## src/rtl/sp_req_scheduler.sv

```systemverilog
// Scratchpad request scheduler: arbitrates matrix load/store and GEMM requests,
// blocks matrix-register hazards, tracks in-flight ops and reports drain status.
module sp_req_scheduler #(
    parameter int MAX_OUTSTANDING = 4,
    parameter int NUM_MAT         = 16
) (
    input  logic        CLK,
    input  logic        RST,
    input  logic        mls_valid,
    input  logic        mls_is_store,
    input  logic [3:0]  mls_rd,
    input  logic [31:0] mls_addr,
    output logic        mls_ready,
    input  logic        gemm_valid,
    input  logic        gemm_new_weight,
    input  logic [3:0]  gemm_rs1,
    input  logic [3:0]  gemm_rs2,
    input  logic [3:0]  gemm_rs3,
    input  logic [3:0]  gemm_rd,
    output logic        gemm_ready,
    input  logic        fifo_full,
    output logic        fifo_wen,
    output logic [37:0] fifo_wdata,
    input  logic        load_complete,
    input  logic        store_complete,
    input  logic        gemm_complete,
    input  logic [3:0]  load_complete_rd,
    input  logic [3:0]  gemm_complete_rd,
    input  logic        halt,
    output logic        drained
);

    localparam int CW = $clog2(MAX_OUTSTANDING + 1);
    localparam logic [CW-1:0] MAX_CNT = CW'(MAX_OUTSTANDING);

    logic [NUM_MAT-1:0] r_pendingWr;
    logic [CW-1:0]      r_ldCnt, r_stCnt, r_gmCnt;
    logic               r_rrPrio;
    logic               r_fifoWen;
    logic [37:0]        r_fifoWdata;
    logic               r_drained;

    logic               w_mlsElig, w_gemmElig, w_canGrant;
    logic               w_mlsCand, w_gemmCand;
    logic               w_grantMls, w_grantGemm;
    logic               w_ldAcc, w_stAcc;
    logic [CW-1:0]      w_ldCntNext, w_stCntNext, w_gmCntNext;
    logic [NUM_MAT-1:0] w_set, w_clr;
    logic [37:0]        w_mlsWord, w_gemmWord;

    // A retire pulse at zero count is ignored; inc and dec together cancel.
    function automatic logic [CW-1:0] nextCount(input logic [CW-1:0] cnt,
                                                input logic inc, input logic dec);
        logic decEff;
        decEff = dec && (cnt != '0);
        if (inc && !decEff)
            nextCount = cnt + CW'(1);
        else if (!inc && decEff)
            nextCount = cnt - CW'(1);
        else
            nextCount = cnt;
    endfunction

    always_comb begin
        w_mlsElig  = !r_pendingWr[mls_rd] &&
                     (mls_is_store ? (r_stCnt < MAX_CNT) : (r_ldCnt < MAX_CNT));
        w_gemmElig = !r_pendingWr[gemm_rs1] && !r_pendingWr[gemm_rs2] &&
                     !r_pendingWr[gemm_rs3] && !r_pendingWr[gemm_rd] &&
                     (r_gmCnt < MAX_CNT);
        // Reset also suppresses grants so nothing is acknowledged that will be forgotten.
        w_canGrant  = !halt && !fifo_full && !RST;
        w_mlsCand   = mls_valid && w_mlsElig;
        w_gemmCand  = gemm_valid && w_gemmElig;
        w_grantMls  = w_canGrant && w_mlsCand && (!w_gemmCand || !r_rrPrio);
        w_grantGemm = w_canGrant && w_gemmCand && (!w_mlsCand || r_rrPrio);
        w_ldAcc     = w_grantMls && !mls_is_store;
        w_stAcc     = w_grantMls && mls_is_store;
        w_ldCntNext = nextCount(r_ldCnt, w_ldAcc, load_complete);
        w_stCntNext = nextCount(r_stCnt, w_stAcc, store_complete);
        w_gmCntNext = nextCount(r_gmCnt, w_grantGemm, gemm_complete);
        w_mlsWord   = {(mls_is_store ? 2'b10 : 2'b01), mls_rd, mls_addr};
        w_gemmWord  = {2'b11, gemm_new_weight, 3'b000, 16'd0,
                       gemm_rs1, gemm_rs2, gemm_rs3, gemm_rd};
    end

    always_comb begin
        w_set = '0;
        w_clr = '0;
        for (int i = 0; i < NUM_MAT; i++) begin
            w_set[i] = (w_ldAcc && (mls_rd == 4'(i))) ||
                       (w_grantGemm && (gemm_rd == 4'(i)));
            w_clr[i] = (load_complete && (load_complete_rd == 4'(i))) ||
                       (gemm_complete && (gemm_complete_rd == 4'(i)));
        end
    end

    // Drain status is computed from next-state values so it lines up with the counters.
    always_ff @(posedge CLK) begin
        if (RST) begin
            r_pendingWr <= '0;
            r_ldCnt     <= '0;
            r_stCnt     <= '0;
            r_gmCnt     <= '0;
            r_rrPrio    <= 1'b0;
            r_fifoWen   <= 1'b0;
            r_fifoWdata <= '0;
            r_drained   <= 1'b1;
        end else begin
            r_pendingWr <= (r_pendingWr & ~w_clr) | w_set;
            r_ldCnt     <= w_ldCntNext;
            r_stCnt     <= w_stCntNext;
            r_gmCnt     <= w_gmCntNext;
            if (w_canGrant && w_mlsCand && w_gemmCand)
                r_rrPrio <= ~r_rrPrio;
            r_fifoWen <= w_grantMls || w_grantGemm;
            if (w_grantMls)
                r_fifoWdata <= w_mlsWord;
            else if (w_grantGemm)
                r_fifoWdata <= w_gemmWord;
            r_drained <= (w_ldCntNext == '0) && (w_stCntNext == '0) &&
                         (w_gmCntNext == '0) && !(w_grantMls || w_grantGemm);
        end
    end

    assign mls_ready  = w_grantMls;
    assign gemm_ready = w_grantGemm;
    assign fifo_wen   = r_fifoWen;
    assign fifo_wdata = r_fifoWdata;
    assign drained    = r_drained;

endmodule

```

## config.mk

```make
export PLATFORM = sky130hd
export DESIGN_NAME = sp_req_scheduler
export DESIGN_NICKNAME = d
export VERILOG_FILES = /design/src/rtl/sp_req_scheduler.sv
export SDC_FILE = /design/constraint.sdc
export NUM_CORES = 1
export LEC_CHECK = 0
export BUFFER_PORTS_ARGS = -buffer_cell sky130_fd_sc_hd__buf_2
export CORE_ASPECT_RATIO = 1.25
export CORE_UTILIZATION = 25
export CTS_CLUSTER_SIZE = 16
export DETAILED_ROUTE_END_ITERATION = 16
export SYNTH_ARGS = -nofsm -noshare
export SYNTH_HDL_FRONTEND = slang
export SYNTH_SLANG_ARGS = --single-unit
export TNS_END_PERCENT = 30
```

## constraint.sdc

```tcl
create_clock -name CLK -period 5.5 [get_ports CLK]
set_input_delay 0.275 -clock CLK [delete_from_list [all_inputs] [get_ports CLK]]
set_output_delay 0.275 -clock CLK [all_outputs]
set_load 0.02 [all_outputs]
```

==> flow_summary.yaml <==
global_route:
  antenna_found_initial: 0
  grt_overflow: 0
  grt_pass1_vias: 4095
  grt_pass1_wl_mm: 21.8
  grt_max_degree: 65
  grt_usage_pct: 15.7
logic_synthesis:
  synth-warning-count: 0
  netlist.area_leader.share_pct: 31.1
  synth_seq_cells: 66
  synthDistinctLibCells: 60
  synth.area.mux_share_pct: 12.2
  synthXorXnorAreaFrac_pct: 1.65
  synth_compound_area_share_pct: 18.1
  ys_async_sr_fraction_pct: 0
  syn_nets: 602
  synth_area_um2: 4250
  yosys-top-cells-area: "dfxtp_1 31%, nand2_1 7.3%, mux4_2 6.4%"
  synthFlopType: "dfxtp_1"
  synth_edf_count: 0
  synthAdderAreaFrac_pct: 2.65
  synth_top_family_by_area: "simple AND/OR/NAND/NOR gates"
  synth_top_cell_by_area: "dfxtp_1"
  yosysSeqAreaShare_pct: 31.1
  avgSynthCellArea_um2: 8.14
  synthSimpleGateAreaFrac_pct: 28.5
  synth_cells: 522
cts:
  cts_max_level: 3
  root_buffer: "clkbuf_16"
  cts_tree: "done"
  worstSkewPairLatency_ns: 0.33
  cts_resized: 0
  post_cts_buffers: 0
  numCtsBuffers: 9
  cts_hold_buf: 0
  cts_buffer_depth: 2
  clk_pin_slew_ns: 0.06
  cts_sinks: 66
die:
  start_util_pct: 25.9
  die_x_um: 119
  pin_count: 113
  dieHeight_um: 148
  die_area_um2: 17500
  num_rows: 52
  placeableCoreArea_um2: 16400
placement:
  portBuffers: 112
  gp_congestion: 0.872
  dp_hpwl_mm: 10.3
  dp_slack_ns: 2.18
run_status:
  outcome: "complete, no violations"
timing:
  tns_ns: 0
  min_period_ns: 3.33
  hold_viol: 0
  clock.fmax_mhz: 300
  max-slew-margin-rel_pct: 51.4
  rsz0062_at_grt: "no"
  max_slew.worst_pin.slew_ns: 0.728
  skew_ns: 0.00844
  final.period_utilization_pct: 60.5
  setup_ws_ns: 2.17
  setup_viol: 0
  slew_violations: 0
finish:
  area_growth_pct: 23.9
  drive_gt1_share_pct: 26.8
  multi_input_area_um2: 2700
  fillers: 1797
  num_antenna_cells: 0
  nNetsFinal: 694
  register_area_um2: 1320
power:
  peakVddDrop_mv: 0.127
  combPwrFrac_pct: 28.3
  clock_power_share_pct: 37.5
  power.density_nw_per_um2: 309
  p_seq_share_pct: 34.2
  leakage_nw: 2.04
  p_int_mw: 1.12
  p_switching_mw: 0.514
  power_switching_share_pct: 31.5
worst_setup_path:
  worstSetupEndpointType: "output port"
  worstSetupPathType: "reg2out"
  cp-start-kind: "flop"
  critPathMaxStageDelay_ns: 0.55
  cp_cell_sequence: "mux4_2 -> mux2i_1 -> o22ai_1 -> nand4b_1 -> o21ai_4 -> inv_1 -> buf_2"
  critPathArrivalTime_ns: 3.05
  worstPathRequired_ns: 5.22
  slowest_stage: "inv_1"
  cp_max_fo: 23
flow_run:
  cap_violations: 0
routing:
  vias: 4374
  drcViolationCount: 0
  drtIter0Drc: 382
  wl_mm: 13.8
  wl_per_cell_um: 16.5
  drtPass1Iterations: 5
  drtAntennaViolNets: 0
  via_per_inst: 5.24
min_path:
  hp-class: "in2reg"
[logic make-up after synthesis]
group                      Yosys count
and+or+nand+nor                    243
buffers and inverters               52
AOI/OAI and AO/OA                  109
xor gates and xnor gates             8
DFF                                 66
adders and majority gates            9
muxes                               35
[final cells by class]
class | instances | area share, %
Inverter | 16 | 1.14
Timing Repair Buffer | 117 | 11.4
Clock buffer | 10 | 4.35
Clock inverter | 6 | 1.73
Tap cell | 216 | 5.13
Sequential cell | 66 | 25.1
Multi-Input combinational cell | 404 | 51.2
[registers in the layout (all words and copies together) (netlist names)]
signal,flops
r_pendingWr,16
fifo_wdata,38
r_stCnt,3
fifo_wen,1
r_ldCnt,3
r_gmCnt,3
drained,1
r_rrPrio,1
[power groups by stage]
stage               Combinational (mW)  Clock [mW]  Sequential [mW]
CTS                              0.465       0.625            0.558
detailed placement               0.460           0            0.568
global placement                 0.459           0            0.568
finish                           0.462       0.611            0.558
global route                     0.517       0.651            0.563
floorplan                        0.318           0            0.583
[synth_stat cells (7+ instances only)]
library cell   n
ha_1           9
nand2b_1       7
dfxtp_1       66
xnor2_1        8
nor2_1        41
o22ai_1       14
nand4_1       11
nor3_1         8
mux2i_1       16
nor2b_1       10
a21oi_1       31
a31oi_1       16
a311oi_1      17
or3_1         12
buf_2         10
mux4_2        12
nand3_1       41
nand2_1       83
clkbuf_1      14
nand3b_1       7
inv_1         16
[worst max-delay path, delay by kind of cell, from the launching register on]
kind	cells	cell delay (ns)
AO/OA/AOI/OAI	2	0.58
AND/OR/NAND/NOR	1	0.39
flip-flops	1	0.53
multiplexers	2	0.38
buffers and inverters	2	0.84
[placed cells by master, fill, tap and decap left out, drive strengths merged, types with 2 or more instances in the layout]
cell type  Yosys  routed
a211oi         2       2
a31oi         16      16
and2           3       3
a21oi         31      31
o21a           2       2
mux2           7       7
a22oi          5       5
and3           4       4
o41ai          2       2
nand4         11      11
o21ai          4       4
nor3b          5       5
o211ai         3       3
o311a          2       2
ha             9       9
mux2i         16      16
nor3           8       8
buf           22     117
mux4          12      12
nor2b         10      10
dfxtp         66      66
clkbuf        14      10
nor2          41      41
or3           12      12
a32o           3       3
xnor2          8       8
nand3b         7       7
nand3         42      42
o22ai         14      14
o2bb2ai        2       2
nor4           4       4
clkinvlp       0       3
bufinv         0       2
inv           16      16
nand2         83      83
nand2b         7       7
a311oi        17      17
[path summary, 6_finish.rpt]
kind,slack [ns],cells past startpoint,to,from
max,2.17,7,mls_ready,r_pendingWr[14]
max reg2reg,2.29,8,fifo_wdata[10],r_pendingWr[15]
min,0.18,3,fifo_wdata[22],mls_addr[22]
min reg2reg,0.46,2,fifo_wdata[21],fifo_wdata[21]
[stage by stage]
stage / power (mW) / std cells / util, % / hold WS (ns) / instance area [um2]
3_3_place_gp: 1.03 / 819 / 30.2 / 0.453 / 4950
3_5_place_dp: 1.03 / 819 / 30.2 / 0.455 / 4950
4_1_cts: 1.65 / 835 / 32.1 / 0.166 / 5270
6_report: 1.63 / 835 / 32.1 / 0.181 / 5270
5_1_grt: 1.73 / 835 / 32.1 / 0.179 / 5270
2_1_floorplan: 0.901 / 522 / - / 0.411 / 4250
[metal layers]
| layer | vias up | track usage, % | share of wire (%) |
|---|---|---|---|
| li1 | 2108 | - | - |
| met1 | 2035 | 19.6 | 42 |
| met2 | 202 | 26.0 | 48 |
| met3 | 29 | 3.78 | 7.3 |
| met4 | 0 | 6.08 | 2.2 |
| met5 | - | 0 | 0 |
Power figures use the tool's default switching activity.
